==> src/rtl/uart_pkg.sv <==
// Shared UART definitions: default line rates, bit-period derivation and the
// frame state encoding used by both the transmit and receive paths.
package uart_pkg;

  localparam int CLK_FREQ_DEF = 40000;
  localparam int UART_BPS_DEF = 1000;

  function automatic int bit_cycles(input int clk_freq, input int bps);
    return clk_freq / bps;
  endfunction

  localparam int BIT_CYCLES_DEF = bit_cycles(CLK_FREQ_DEF, UART_BPS_DEF);

  typedef enum logic [1:0] {
    IDLE  = 2'd0,
    START = 2'd1,
    DATA  = 2'd2,
    STOP  = 2'd3
  } uart_state_e;

endpackage

==> src/rtl/uart_tx_fifo.sv <==
// Single-clock byte FIFO for the transmit path; pointers wrap modulo DEPTH
// (a power of two), and push/pop are ignored when full/empty respectively.
module uart_tx_fifo #(
  parameter int DEPTH = 4,
  parameter int WIDTH = 8,
  localparam int AW   = $clog2(DEPTH),
  localparam int CW   = AW + 1
) (
  input  logic             clk,
  input  logic             rst_n,
  input  logic             push,
  input  logic             pop,
  input  logic [WIDTH-1:0] din,
  output logic [WIDTH-1:0] dout,
  output logic             full,
  output logic             empty,
  output logic [CW-1:0]    count
);

  logic [WIDTH-1:0] mem [DEPTH];
  logic [AW-1:0]    wr_ptr;
  logic [AW-1:0]    rd_ptr;
  logic             do_push;
  logic             do_pop;

  assign full    = (count == CW'(DEPTH));
  assign empty   = (count == '0);
  assign do_push = push && !full;
  assign do_pop  = pop && !empty;
  assign dout    = mem[rd_ptr];

  always_ff @(posedge clk or negedge rst_n) begin
    if (!rst_n) begin
      wr_ptr <= '0;
      rd_ptr <= '0;
      count  <= '0;
    end else begin
      if (do_push) wr_ptr <= wr_ptr + AW'(1);
      if (do_pop)  rd_ptr <= rd_ptr + AW'(1);
      case ({do_push, do_pop})
        2'b10:   count <= count + CW'(1);
        2'b01:   count <= count - CW'(1);
        default: count <= count;
      endcase
    end
  end

  // Storage carries no reset; occupancy alone defines what is valid.
  always_ff @(posedge clk) begin
    if (do_push) mem[wr_ptr] <= din;
  end

endmodule

==> src/rtl/uart_tx.sv <==
// Buffered 8N1 UART transmitter: bytes queue in a small FIFO and are sent
// LSB first, back-to-back frames when the queue stays non-empty.
module uart_tx
  import uart_pkg::*;
#(
  parameter int CLK_FREQ   = CLK_FREQ_DEF,
  parameter int UART_BPS   = UART_BPS_DEF,
  parameter int FIFO_DEPTH = 4
) (
  input  logic       clk_40k,
  input  logic       rst_n,
  input  logic [7:0] din,
  input  logic       din_vld,
  output logic       din_rdy,
  output logic       bit_out,
  output logic       busy
);

  localparam int BIT_CYCLES = bit_cycles(CLK_FREQ, UART_BPS);
  localparam int CNT_W      = $clog2(BIT_CYCLES);
  localparam int CW         = $clog2(FIFO_DEPTH) + 1;
  localparam logic [CNT_W-1:0] CNT_LAST = CNT_W'(BIT_CYCLES - 1);

  uart_state_e      state, state_nxt;
  logic [CNT_W-1:0] cnt, cnt_nxt;
  logic [2:0]       bit_idx, bit_idx_nxt;
  logic [7:0]       shreg, shreg_nxt;
  logic             bit_out_nxt;
  logic             bit_end;

  logic             push;
  logic             pop;
  logic             fifo_full;
  logic             fifo_empty;
  logic [7:0]       fifo_dout;
  logic [CW-1:0]    fifo_count;

  uart_tx_fifo #(
    .DEPTH (FIFO_DEPTH),
    .WIDTH (8)
  ) u_fifo (
    .clk   (clk_40k),
    .rst_n (rst_n),
    .push  (push),
    .pop   (pop),
    .din   (din),
    .dout  (fifo_dout),
    .full  (fifo_full),
    .empty (fifo_empty),
    .count (fifo_count)
  );

  assign din_rdy = !fifo_full;
  assign push    = din_vld && din_rdy;
  assign busy    = (state != IDLE) || (fifo_count != '0);
  assign bit_end = (cnt == CNT_LAST);

  always_ff @(posedge clk_40k or negedge rst_n) begin
    if (!rst_n) begin
      state   <= IDLE;
      cnt     <= '0;
      bit_idx <= '0;
      shreg   <= '0;
      bit_out <= 1'b1;
    end else begin
      state   <= state_nxt;
      cnt     <= cnt_nxt;
      bit_idx <= bit_idx_nxt;
      shreg   <= shreg_nxt;
      bit_out <= bit_out_nxt;
    end
  end

  // bit_out_nxt is the line level for the cycle following this edge, so a
  // pop in IDLE drops the line on the very next edge.
  always_comb begin
    state_nxt   = state;
    cnt_nxt     = bit_end ? '0 : cnt + CNT_W'(1);
    bit_idx_nxt = bit_idx;
    shreg_nxt   = shreg;
    bit_out_nxt = bit_out;
    pop         = 1'b0;
    case (state)
      IDLE: begin
        cnt_nxt     = '0;
        bit_out_nxt = 1'b1;
        if (!fifo_empty) begin
          pop         = 1'b1;
          shreg_nxt   = fifo_dout;
          state_nxt   = START;
          bit_out_nxt = 1'b0;
        end
      end
      START: begin
        if (bit_end) begin
          state_nxt   = DATA;
          bit_idx_nxt = '0;
          bit_out_nxt = shreg[0];
        end
      end
      DATA: begin
        if (bit_end) begin
          if (bit_idx == 3'd7) begin
            state_nxt   = STOP;
            bit_out_nxt = 1'b1;
          end else begin
            shreg_nxt   = shreg >> 1;
            bit_idx_nxt = bit_idx + 3'd1;
            bit_out_nxt = shreg[1];
          end
        end
      end
      STOP: begin
        if (bit_end) begin
          if (!fifo_empty) begin
            pop         = 1'b1;
            shreg_nxt   = fifo_dout;
            state_nxt   = START;
            bit_out_nxt = 1'b0;
          end else begin
            state_nxt   = IDLE;
            bit_out_nxt = 1'b1;
          end
        end
      end
      default: begin
        state_nxt   = IDLE;
        bit_out_nxt = 1'b1;
      end
    endcase
  end

endmodule

==> config.mk <==
export PLATFORM = sky130hd
export DESIGN_NAME = uart_tx
export DESIGN_NICKNAME = d
export VERILOG_FILES = /design/src/rtl/uart_pkg.sv /design/src/rtl/uart_tx_fifo.sv /design/src/rtl/uart_tx.sv
export SDC_FILE = /design/constraint.sdc
export NUM_CORES = 1
export LEC_CHECK = 0
export ABC_AREA = 1
export CAP_MARGIN = 20
export CORE_UTILIZATION = 40
export CTS_BUF_LIST = sky130_fd_sc_hd__clkbuf_16
export DETAILED_ROUTE_END_ITERATION = 10
export PLACE_DENSITY_LB_ADDON = 0.15
export SETUP_SLACK_MARGIN = 0.3
export SYNTH_ARGS = -nofsm -noshare
export SYNTH_HDL_FRONTEND = slang
export SYNTH_SLANG_ARGS = --single-unit
==> constraint.sdc <==
create_clock -name clk_40k -period 3.1 [get_ports clk_40k]
set_input_delay 0.31 -clock clk_40k [delete_from_list [all_inputs] [get_ports clk_40k]]
set_output_delay 0.31 -clock clk_40k [all_outputs]
set_load 0.01 [all_outputs]
* Word-level counts from Yosys, hierarchy flattened *
Memories as Yosys holds them, arrays and structs flattened.
Cells that the tools add are included.
W data, S select, Z words.

word-level totals
  bits in registers = 27
  memory bits (writable) = 32
  output and inout bits = 3
  memories = 1

cells by class
  add/sub/neg operators = 6
  equal/unequal tests = 14
  mux-type cells = 30
  reductions and logical operators = 17

memory list
  memory      depth  bits a word  read ports  clocked after memory_dff  wr ports  RTL line            RTL
  u_fifo.mem  4      8            1           0                         1         uart_tx_fifo.sv:20  logic [WIDTH-1:0] mem [DEPTH];

operator list
  operator               number
  $mux W8                4
  $pmux W8 S3            1
  $mux W6                2
  $ne A2 B2 Y1 const B   6
  $pmux W3 S2            2
  $mux W1                10
  $mux W2                5
  $mux W3                3
  $pmux W2 S4            1
  $reduce_and A4 Y1      2
  $add A3 B1 Y3 const B  2
  $add A6 B1 Y6 const B  1
  $eq A2 B2 Y1 const B   3
  $eq A3 B3 Y1 const B   2
  $eq A6 B6 Y1 const B   1
  $reduce_bool A2 Y1     3
  $reduce_bool A3 Y1     2
  $reduce_and A5 Y1      1
  $add A2 B1 Y2 const B  2
  $eq A2 B1 Y1 const B   2
  $pmux W1 S4            1
  $logic_and A1 B1 Y1    3
  $logic_not A3 Y1       1
  $reduce_and A3 Y1      1
  other kinds (5)        6

* Longest topological paths before layout *
Gate-level depths: netlist of the first run.

  depth in word-level cells = 7
  depth in mapped cells = 13

* Modules after synthesis *
From an unflattened synthesis of the first run, not the netlist that was laid out.

unflattened totals
  cell total of the unflattened synthesis = 320
  area, all modules = 2969.1 um^2

modules (own cells, without submodules)
  module        times used  cells each  area an instance (um^2)
  uart_tx_fifo  1           154         1741.7
  uart_tx       1           166         1227.4

* Least setup slack after synthesis of the first run *
OpenSTA, ideal clock, no wires.

  kind = register -> register
  start point = register state[0]
  end point = register u_fifo.count[2]
  library setup time = 0.131 ns
  data arrival time = 2.072 ns
  data required time = 2.969 ns
  setup slack = 0.897 ns
  cell stages (with the launch flop) = 14
  buffers on the path = 0
  path through = dfrtp_1 inv_1 ha_1 inv_1 nand2_1 nor2_1 nand2_2 inv_1 ha_1 inv_1 fa_1 a21oi_1 o21ai_0 xor2_1

on the way
  word-level cells in the longest chain between the ends = 5
  elaborated cells on any way between the ends = 8
  those cells by class = eq/ne: 3; mux: 2; reduce/logical: 3

ends and longest elaborated chain
  element                                            RTL line            RTL
  from (decl)                                        uart_tx.sv:24       uart_state_e state, state_nxt;
  from (signal assigned)                             uart_tx.sv:66       state <= state_nxt;
  $eq A2 B2 Y1 or $logic_not A2 Y1 (tied branches)   uart_tx.sv:83       case (state)
  $pmux W1 S2 *                                      uart_tx.sv:83
  $logic_and A1 B1 Y1 *                              uart_tx_fifo.sv:29  assign do_pop = pop && !empty;
  named net u_fifo.do_pop                            uart_tx_fifo.sv:24  logic do_pop;
  $eq A2 B1 Y1 or $eq A2 B2 Y1 (tied branches)       uart_tx_fifo.sv:40  case ({do_push, do_pop})
  $pmux W3 S2 or $reduce_bool A2 Y1 (tied branches)  --
  to (signal assigned)                               uart_tx_fifo.sv:41  2'b10: count <= count + CW'(1);
  to (signal assigned)                               uart_tx_fifo.sv:42  2'b01: count <= count - CW'(1);
  to (signal assigned)                               uart_tx_fifo.sv:43  default: count <= count;
  to (decl)                                          uart_tx_fifo.sv:17  output logic [CW-1:0] count

Mark *: on every way through the listed nets, which the timed path passes. The rest lies on a longest branch.
A chain may end at the register's enable or synchronous reset.

* Final worst setup path of the first run *
Ends and elaborated chain as after synthesis.

==> results_dict.tcl, run 1 <==
set metrics [dict create \
    detailedRoute.firstPassIterationCount 5 \
    nNetsFinal 335 \
    max_slew.worst_pin.slew_ns 0.913 \
    grt_first_pass_wirelength_um 8780 \
    worst_setup_path_start_kind "flip-flop" \
    grtUsageTotal 0.158 \
    postCtsSetupBuffers 0 \
    postPlaceCellArea_sq_um 3020 \
    cp-endpoint "u_fifo.count[2]" \
    power.static_leakage_nw 1.48 \
    critical-path-top-delay-family "adder cells" \
    cts.root.buffer_cell "sky130_fd_sc_hd__clkbuf_16" \
    clk_slew_on_worst_s_h_paths_ns 0.05 \
    power-per-cell-area_nw_per_um2 669 \
    design.die.area_sq_um 7370 \
    setup_repair_after_global_routing_missed_its_margin "false" \
    syn-cell-area_sq_um 2810 \
    number_of_vias_after_detailed_routing 1914 \
    placeableCoreArea_sq_um 6790 \
    number_of_diodes_added_for_antenna_fixing 0 \
    synthToLayoutAreaGrowth_pct 17.4 \
    share_of_post_route_cells_with_drive_strength_above_1 0.0857 \
    ant_nets 0 \
    timing.critical_path.fanout_max 6 \
    yosysSeqAreaShare 0.582 \
    syn-instance-count 291 \
    timing.critical_path.required_ns 3.29 \
    timing.rr.end "u_fifo.count[2]" \
    nFillCells 641 \
    routed_via_density 4.66 \
    report.final.hold_viol_count 0 \
    slowest_cell_on_the_critical_path "sky130_fd_sc_hd__dfrtp_1" \
    worst_setup_path_end_kind "flip-flop" \
    sequential_cell_area_sq_um 1640 \
    min_period_ns 2.38 \
    slew_viol_final 0 \
    detailedPlace.worstSlack_ns 0.718 \
    floorplan.rows 30 \
    crit_arrival_ns 2.57 \
    setup_total_negative_slack_ns 0 \
    initialDrtViolationCount 87 \
    crit_path_max_incr_delay_ns 0.43 \
    gp_congestion 0.758 \
    multi_input_area_sq_um 1000 \
    synthesis.yosys.warnings 0 \
    finalClockSkew_ns 0.00489 \
    synth_area_leader_cell "sky130_fd_sc_hd__edfxtp_1" \
    clk_latency_ns 0.32 \
    postSynthNetCount 316 \
    globalRouteOverflowTotal 0 \
    cts.htree.levels 3 \
    timing.max_slew.rel_slack 0.389 \
    cap_viol_max_count 0 \
    commonest_non_fill_non_tap_cell_in_the_layout "sky130_fd_sc_hd__nand2_1" \
    numPortBuffers 13 \
    outcome "finished, final reports clean" \
    final_critical_path_setup_slack_ns 0.720 \
    grt_max_degree 28 \
    buffers_from_clock_root_to_sink_at_most 2 \
    number_of_distinct_library_cells_after_synthesis 27 \
    cp_cell_sequence "inv_1 -> ha_1 -> inv_1 -> nand2_1 -> nor2_1 -> nand2_2 -> inv_1 -> ha_1 -> inv_1 -> fa_1 -> a21oi_1 -> o21ai_0 -> xor2_1" \
    drcViolationCount 0 \
    grt_pass1_vias 1900 \
    critical_path.startpoint "state[0]" \
    peakVddDrop_uv 373 \
    place_hpwl_um 3400 \
    cp_dominant_cell_by_count "sky130_fd_sc_hd__inv_1" \
    final_wirelength_um 5160 \
    yosys_register_bits 59 \
    fp.dieH_um 85.9 \
    finish.utilization 0.486 \
    hold_path_class "input port to async pin" \
    clock.fmax_mhz 420 \
    hold_ws_ns 0.378 \
    timing.final.crit_share 0.768 \
    worstRegToRegCells 13 \
    die_span_in_x_um 85.9 \
    cts.sink_count 59 \
    criticalPathCategory "flip-flop to flip-flop" \
    cts_resized 0 \
    syn_area_per_cell_sq_um 9.67 \
    initial_utilization 0.414 \
    drt-wirelength-per-cell_um 12.5 \
    post_cts_hold_buffer_count 0 \
    io_pins 14 \
    fin_area_sq_um 3300 \
    timing.final.setup_violations 0 \
    antenna_found_initial 0 \
    layout_common_cells "97 x sky130_fd_sc_hd__nand2_1, 32 x sky130_fd_sc_hd__nand3_1, 32 x sky130_fd_sc_hd__edfxtp_1" \
    timing.rr.start "state[0]" \
    critical_path_depth 13 \
    reg2reg_setup_slack_ns 0.72 \
    cts_tree "done" \
    worst-path-buf-inv 4 \
    top_area_cell_type_share_of_the_netlist_area 0.341 \
    synth_area_leaders "sky130_fd_sc_hd__edfxtp_1 34%, sky130_fd_sc_hd__dfrtp_1 23%, sky130_fd_sc_hd__nand2_1 13%" \
    tritoncts.num_buffers 9 \
]
per-stage QoR:
step / total power [mW] / std cells
2_1_floorplan: 1.19 / 291
5_1_grt: 2.32 / 411
6_report: 2.21 / 411
3_5_place_dp: 1.30 / 395
4_1_cts: 2.24 / 411
3_3_place_gp: 1.29 / 395
cells in the mapped netlist:
library cell and count:
sky130_fd_sc_hd__nor2_1 17, sky130_fd_sc_hd__nand3_1 32, sky130_fd_sc_hd__edfxtp_1 32, sky130_fd_sc_hd__nand4_1 1, sky130_fd_sc_hd__nand2_1 97, sky130_fd_sc_hd__fa_1 1
sky130_fd_sc_hd__o21ai_1 2, sky130_fd_sc_hd__buf_4 1, sky130_fd_sc_hd__nor3b_1 1, sky130_fd_sc_hd__inv_2 3, sky130_fd_sc_hd__dfrtp_1 26, sky130_fd_sc_hd__dfstp_2 1
sky130_fd_sc_hd__xnor2_1 2, sky130_fd_sc_hd__ha_1 13, sky130_fd_sc_hd__nand2_4 2, sky130_fd_sc_hd__buf_6 3, sky130_fd_sc_hd__nand4_2 1, sky130_fd_sc_hd__nor3_1 1
sky130_fd_sc_hd__nor2_8 1, sky130_fd_sc_hd__inv_1 29, sky130_fd_sc_hd__or2_2 2, sky130_fd_sc_hd__xor2_1 2, sky130_fd_sc_hd__nand3_2 1, sky130_fd_sc_hd__buf_2 2
sky130_fd_sc_hd__o21ai_0 9, sky130_fd_sc_hd__nand2_2 2, sky130_fd_sc_hd__a21oi_1 7
worst min path at each step:
| stage | start | end | slack [ns] | cells after the start |
|---|---|---|---|---|
| 2_1_floorplan | rst_n | bit_idx[0] | 0.01 | 0 |
| 3_3_place_gp | cnt[0] | cnt[0] | 0.45 | 1 |
| 3_5_place_dp | cnt[0] | cnt[0] | 0.46 | 1 |
| 4_1_cts | rst_n | cnt[5] | 0.39 | 2 |
| 5_1_grt | rst_n | cnt[5] | 0.42 | 2 |
| 6_report | rst_n | cnt[5] | 0.38 | 2 |
state kept, by name (all words and copies together) (netlist names):
| signal | flops |
|---|---|
| u_fifo.wr_ptr | 2 |
| u_fifo.count | 3 |
| u_fifo.mem | 32 |
| bit_out | 1 |
| shreg | 8 |
| cnt | 6 |
| state | 2 |
| u_fifo.rd_ptr | 2 |
| bit_idx | 3 |
report_power, final:
part	leakage (nW)	switching (mW)	internal (mW)
Clock	0.138	0.329	0.609
Sequential	0.622	0.0370	0.957
Combinational	0.725	0.186	0.0922
layer usage:
metal  up-vias  global-route usage  wire [um]
met5         -                   0          0
met4         0              0.0682         73
met3         8              0.0318        125
met2        22               0.262       2410
met1       902               0.202       2550
li1        982                   -          -
final cells by class:
type / count / share of cell area
Clock buffer: 9 / 0.0682
Sequential cell: 59 / 0.496
Timing Repair Buffer: 14 / 0.0417
Clock inverter: 7 / 0.0178
Inverter: 32 / 0.0363
Multi-Input combinational cell: 194 / 0.304
Tap cell: 96 / 0.0363
cell families (layout without fill, tap and decap cells):
family                   after synthesis  in the layout  share of synthesized area
buffers and inverters                 38             62                     0.0609
AND/OR/NAND/NOR                      158            158                      0.248
flip-flops                            59             59                      0.582
XOR/XNOR                               4              4                     0.0125
adder cells (fa/ha/maj)               14             14                     0.0649
AO/OA/AOI/OAI                         18             18                     0.0320
Power figures use the tool's default switching activity.
==> run 2, diff against run 1 <==
clock period = 2.3 ns   (was 3.1 ns; I/O delays follow)
==> run 2 against run 1 <==
Compared with the run above: hold slack worse by 0.086 ns; highest routed layer unchanged; sequential share of layout area is 2.7 points lower; global-route usage is 0.86 points higher.
==> results_dict.tcl, run 2 (synthesis gave the netlist of run 1 again) <==
set metrics [dict create \
    timing.critical_path.required_ns 2.50 \
    clk_slew_on_worst_s_h_paths_ns 0.05 \
    worst_setup_path_end_kind "flip-flop" \
    detailedRoute.firstPassIterationCount 4 \
    commonest_non_fill_non_tap_cell_in_the_layout "sky130_fd_sc_hd__nand2_1" \
    fp.dieH_um 85.9 \
    setup_total_negative_slack_ns 0 \
    share_of_post_route_cells_with_drive_strength_above_1 0.198 \
    routed_via_density 4.65 \
    largest_register_ff_count 32 \
    globalRouteOverflowTotal 0 \
    grt_first_pass_wirelength_um 9270 \
    peakVddDrop_uv 591 \
    nNetsFinal 354 \
    cts.sink_count 59 \
    slowest_cell_on_the_critical_path "sky130_fd_sc_hd__dfrtp_1" \
    final_wirelength_um 5420 \
    floorplan.rows 30 \
    antenna_found_initial 0 \
    timing.max_slew.rel_slack 0.731 \
    hold_path_class "input port to async pin" \
    worst_setup_path_start_kind "flip-flop" \
    intPower_mw 2.17 \
    die_span_in_x_um 85.9 \
    power.sequential.fraction 0.454 \
    cts.htree.levels 3 \
    place_hpwl_um 3600 \
    initial_utilization 0.414 \
    buffers_from_clock_root_to_sink_at_most 2 \
    design.die.area_sq_um 7370 \
    placeableCoreArea_sq_um 6790 \
    slew_viol_final 0 \
    finish.utilization 0.515 \
    ant_nets 0 \
    cts_tree "done" \
    timing.final.setup_violations 0 \
    clock.fmax_mhz 491 \
    io_pins 14 \
    report.final.hold_viol_count 0 \
    drcViolationCount 0 \
    numPortBuffers 13 \
    power-per-cell-area_nw_per_um2 843 \
    criticalPathCategory "flip-flop to flip-flop" \
    setup_repair_after_global_routing_missed_its_margin "true" \
    power.static_leakage_nw 1.56 \
    tritoncts.num_buffers 9 \
    drt-wirelength-per-cell_um 12.6 \
    timing.critical_path.fanout_max 3 \
    max_flop_register "u_fifo.mem" \
    netSwitchingFraction 0.264 \
    min_period_ns 2.04 \
    comb_power_share 0.144 \
    crit_arrival_ns 2.24 \
    number_of_vias_after_detailed_routing 1998 \
    switching_power_mw 0.778 \
    outcome "finished, final reports clean" \
    cap_viol_max_count 0 \
    gp_congestion 0.786 \
    number_of_diodes_added_for_antenna_fixing 0 \
    cp_dominant_cell_by_count "sky130_fd_sc_hd__inv_2" \
    clk_network_pwr_share 0.403 \
    timing.final.crit_share 0.886 \
    max_slew.worst_pin.slew_ns 0.399 \
    synthToLayoutAreaGrowth_pct 24.2 \
    post_cts_hold_buffer_count 0 \
    grtUsageTotal 0.167 \
    clk_latency_ns 0.32 \
    initialDrtViolationCount 91 \
    layout_common_cells "94 x sky130_fd_sc_hd__nand2_1, 32 x sky130_fd_sc_hd__nand3_1, 32 x sky130_fd_sc_hd__edfxtp_1" \
    cp_cell_sequence "inv_2 -> ha_4 -> inv_4 -> nand2_2 -> nor2_2 -> nand2_2 -> inv_2 -> ha_4 -> inv_2 -> fa_2 -> a21oi_2 -> o21ai_1 -> xor2_1" \
    crit_path_max_incr_delay_ns 0.40 \
    hold_ws_ns 0.293 \
    grt_max_degree 28 \
    finalClockSkew_ns 0.00697 \
    grt_pass1_vias 2037 \
    reg_top3 "u_fifo.mem (32), shreg (8), cnt (6)" \
    cts.root.buffer_cell "sky130_fd_sc_hd__clkbuf_16" \
]
[run 2: cell types whose count changed in the layout (fill, tap and decap cells not counted), sizes merged]
cell      change
buf          +19
bufinv        -1
clkinv        -3
clkinvlp      +2
inv           +2
[run 2: metrics by stage]
| step | setup slack, ns | power (mW) | cell area [sq um] | cells |
|---|---|---|---|---|
| finish | 0.262 | 2.95 | 3500 | 430 |
| global route | 0.184 | 3.08 | 3500 | 430 |
| CTS | 0.291 | 2.98 | 3470 | 428 |
| detailed placement | 0.143 | 1.78 | 3110 | 403 |
| global placement | 0.193 | 1.77 | 3110 | 403 |
| floorplan | 0.288 | 1.61 | 2850 | 291 |
[run 2: area by class of cell]
| type | instances | area [sq um] |
|---|---|---|
| sequential | 59 | 1640 |
| timing repair buffer | 33 | 280 |
| inverter | 32 | 123 |
| clock buffer | 9 | 225 |
| tap | 96 | 120 |
| fill | 626 | 3300 |
| clock inverter | 7 | 47.5 |
| multi-input combinational | 194 | 1060 |
[run 2: path summary, 6_finish.rpt]
check,from,to,slack [ns],cells past startpoint
hold / removal,rst_n,u_fifo.count[1],0.29,2
setup / recovery,state[1],u_fifo.count[2],0.26,13
hold reg to reg,u_fifo.count[0],u_fifo.count[0],0.47,1
min in group clk_40k,u_fifo.count[0],u_fifo.count[0],0.47,1
setup reg to reg,state[1],u_fifo.count[2],0.26,13
max in group asynchronous,rst_n,bit_out,1.71,2
[run 2: critical path: cells and delay by family, from the launching register on]
kind            cells  cell delay (ns)
buf+inv             4             0.24
xor+xnor            1             0.14
fa+ha+maj           3             0.72
simple gates        3             0.21
flops               1             0.40
compound gates      2             0.19
[run 2: power by group through the flow]
stage          Combinational [mW]  Clock (mW)  Sequential, mW
6_report                    0.423        1.19            1.34
5_1_grt                     0.481        1.25            1.35
4_1_cts                     0.430        1.21            1.34
3_5_place_dp                0.421           0            1.36
3_3_place_gp                0.420           0            1.35
2_1_floorplan               0.263           0            1.35
[run 2: layer usage]
metal	GRT usage	part of all wire	routed length [um]	vias up
met5	0	0	0	-
met4	0.0833	0.0094	51	0
met3	0.0404	0.028	153	4
met2	0.273	0.49	2630	23
met1	0.206	0.48	2580	953
li1	-	-	-	1018
[run 2: what timing repair did]
item                       in CTS  in global routing
pin swaps                       2                  0
setup endpoints to repair       2                 11
buffers inserted                9                  2
resized for setup               5                  8
==> run 3, diff against run 2 <==
CORE_UTILIZATION = 55   (was 40)
clock period = 2.2 ns   (was 2.3 ns; I/O delays follow)
==> run 3 against run 2 <==
Compared with the run above: final cell count down 7.0%; hold slack worse by 0.025 ns; register-to-register slack worse by 0.09 ns; setup slack got worse by 0.093 ns; global-route usage grew 6.3 points; via count increased by 2.3%; largest cell class unchanged; combinational power rose by 4.7%; critical path depth unchanged; routed wire length fell by 1.1%; die area is 27% lower; clock power up 16%.
==> results_dict.tcl, run 3 (synthesis gave the netlist of run 1 again) <==
set metrics [dict create \
    finish.utilization 0.722 \
    timing.final.setup_violations 0 \
    routed_via_density 5.11 \
    post_cts_hold_buffer_count 0 \
    clk_slew_on_worst_s_h_paths_ns 0.05 \
    buffers_from_clock_root_to_sink_at_most 2 \
    timing.critical_path.required_ns 2.41 \
    largest_register_ff_count 32 \
    placeableCoreArea_sq_um 4820 \
    io_pins 14 \
    timing.critical_path.fanout_max 3 \
    initial_utilization 0.584 \
    numPortBuffers 13 \
    total_power_mw 3.23 \
    nNetsFinal 353 \
    reg2reg_setup_slack_ns 0.17 \
    outcome "finished, final reports clean" \
    cts.htree.levels 3 \
    floorplan.rows 25 \
    design.die.area_sq_um 5410 \
    setup_repair_after_global_routing_missed_its_margin "true" \
    timing.max_slew.rel_slack 0.708 \
    criticalPathCategory "flip-flop to flip-flop" \
    clock.fmax_mhz 492 \
    setup_total_negative_slack_ns 0 \
    max_slew.worst_pin.slew_ns 0.438 \
    timing.rr.end "u_fifo.count[2]" \
    postPlaceCellArea_sq_um 3080 \
    globalRouteOverflowTotal 0 \
    drcViolationCount 0 \
    max_flop_register "u_fifo.mem" \
    fp.dieH_um 73.5 \
    final_wirelength_um 5350 \
    worst_setup_path_start_kind "flip-flop" \
    cts.sink_count 59 \
    grtUsageTotal 0.230 \
    report.final.hold_viol_count 0 \
    cts.root.buffer_cell "sky130_fd_sc_hd__clkbuf_16" \
    synthToLayoutAreaGrowth_pct 23.6 \
    tritoncts.num_buffers 9 \
    grt_max_degree 28 \
    worstRegToRegCells 13 \
    antenna_found_initial 0 \
    timing.rr.start "state[0]" \
    reg_top3 "u_fifo.mem (32), shreg (8), cnt (6)" \
    slew_viol_final 0 \
    die_span_in_x_um 73.5 \
    power.static_leakage_nw 1.56 \
    final_cells 400 \
    worst_setup_path_end_kind "flip-flop" \
    number_of_vias_after_detailed_routing 2044 \
    finalClockSkew_ns 0.00445 \
    min_period_ns 2.03 \
    timing.final.crit_share 0.923 \
    clk_latency_ns 0.33 \
    share_of_post_route_cells_with_drive_strength_above_1 0.192 \
    power-per-cell-area_nw_per_um2 928 \
    ant_nets 0 \
    place_hpwl_um 3520 \
    hold_path_class "input port to async pin" \
    grt_pass1_vias 1947 \
    placed_insts 374 \
    layout_common_cells "94 x sky130_fd_sc_hd__nand2_1, 32 x sky130_fd_sc_hd__nand3_1, 32 x sky130_fd_sc_hd__edfxtp_1" \
    nFillCells 371 \
    drt-wirelength-per-cell_um 13.4 \
    commonest_non_fill_non_tap_cell_in_the_layout "sky130_fd_sc_hd__nand2_1" \
    gp_congestion 0.862 \
    detailedRoute.firstPassIterationCount 4 \
    initialDrtViolationCount 119 \
    number_of_diodes_added_for_antenna_fixing 0 \
    cap_viol_max_count 0 \
    cts_tree "done" \
    crit_arrival_ns 2.24 \
    grt_first_pass_wirelength_um 8780 \
    peakVddDrop_uv 718 \
    fin_area_sq_um 3480 \
]
## run 3: repair_timing
item | 4_1_cts | 5_1_grt
setup endpoints to repair | 3 | 3
pin swaps | 3 | 1
buffers inserted | 6 | 4
gates resized for setup | 2 | 7
## run 3: final cells by class
class                      instances  area, sq um  area share
clock inverter                     7         78.8      0.0227
tap                               67         83.8      0.0241
sequential                        59         1640       0.471
multi-input combinational        194         1050       0.302
inverter                          32          125      0.0360
timing repair buffer              32          275      0.0792
clock buffer                       9          225      0.0648
## run 3: where the power goes
| group | total, mW | internal (mW) | switching [mW] |
|---|---|---|---|
| registers | 1.40 | 1.35 | 0.0564 |
| clock network | 1.38 | 0.879 | 0.502 |
| logic | 0.443 | 0.171 | 0.272 |
## run 3: worst max-delay path, cell delays in order, from the launching register on
cell                      delay (ns)
sky130_fd_sc_hd__dfrtp_2        0.42
sky130_fd_sc_hd__inv_2          0.09
sky130_fd_sc_hd__ha_4           0.21
sky130_fd_sc_hd__inv_4          0.05
sky130_fd_sc_hd__nand2_2        0.06
sky130_fd_sc_hd__nor2_2         0.10
sky130_fd_sc_hd__nand2_2        0.07
sky130_fd_sc_hd__inv_2          0.07
sky130_fd_sc_hd__ha_4           0.13
sky130_fd_sc_hd__inv_4          0.03
sky130_fd_sc_hd__fa_2           0.34
sky130_fd_sc_hd__a21oi_2        0.13
sky130_fd_sc_hd__o21ai_1        0.08
sky130_fd_sc_hd__xor2_1         0.14
## run 3: how the worst max path moves through the flow
stage                            endpoint  slack [ns]  cells past startpoint      from
after detailed placement  u_fifo.count[2]        0.08                     13  state[0]
final                     u_fifo.count[2]        0.17                     13  state[0]
after CTS                 u_fifo.count[2]        0.20                     13  state[1]
after global placement    u_fifo.count[2]        0.13                     13  state[0]
after global routing      u_fifo.count[2]        0.05                     13  state[1]
after floorplan           u_fifo.count[2]        0.19                     13  state[0]
## run 3: routing by layer
| metal | global-route usage | part of all wire | wire (um) |
|---|---|---|---|
| met5 | 0 | 0 | 0 |
| met4 | 0.152 | 0.040 | 212 |
| met3 | 0.0521 | 0.051 | 274 |
| met2 | 0.362 | 0.48 | 2580 |
| met1 | 0.283 | 0.43 | 2290 |
## run 3: per-stage QoR
stage,worst slack [ns],hold slack (ns)
detailed placement,0.0809,0.452
CTS,0.201,0.283
global route,0.0489,0.319
finish,0.169,0.267
floorplan,0.188,-0.0756
global placement,0.130,0.439
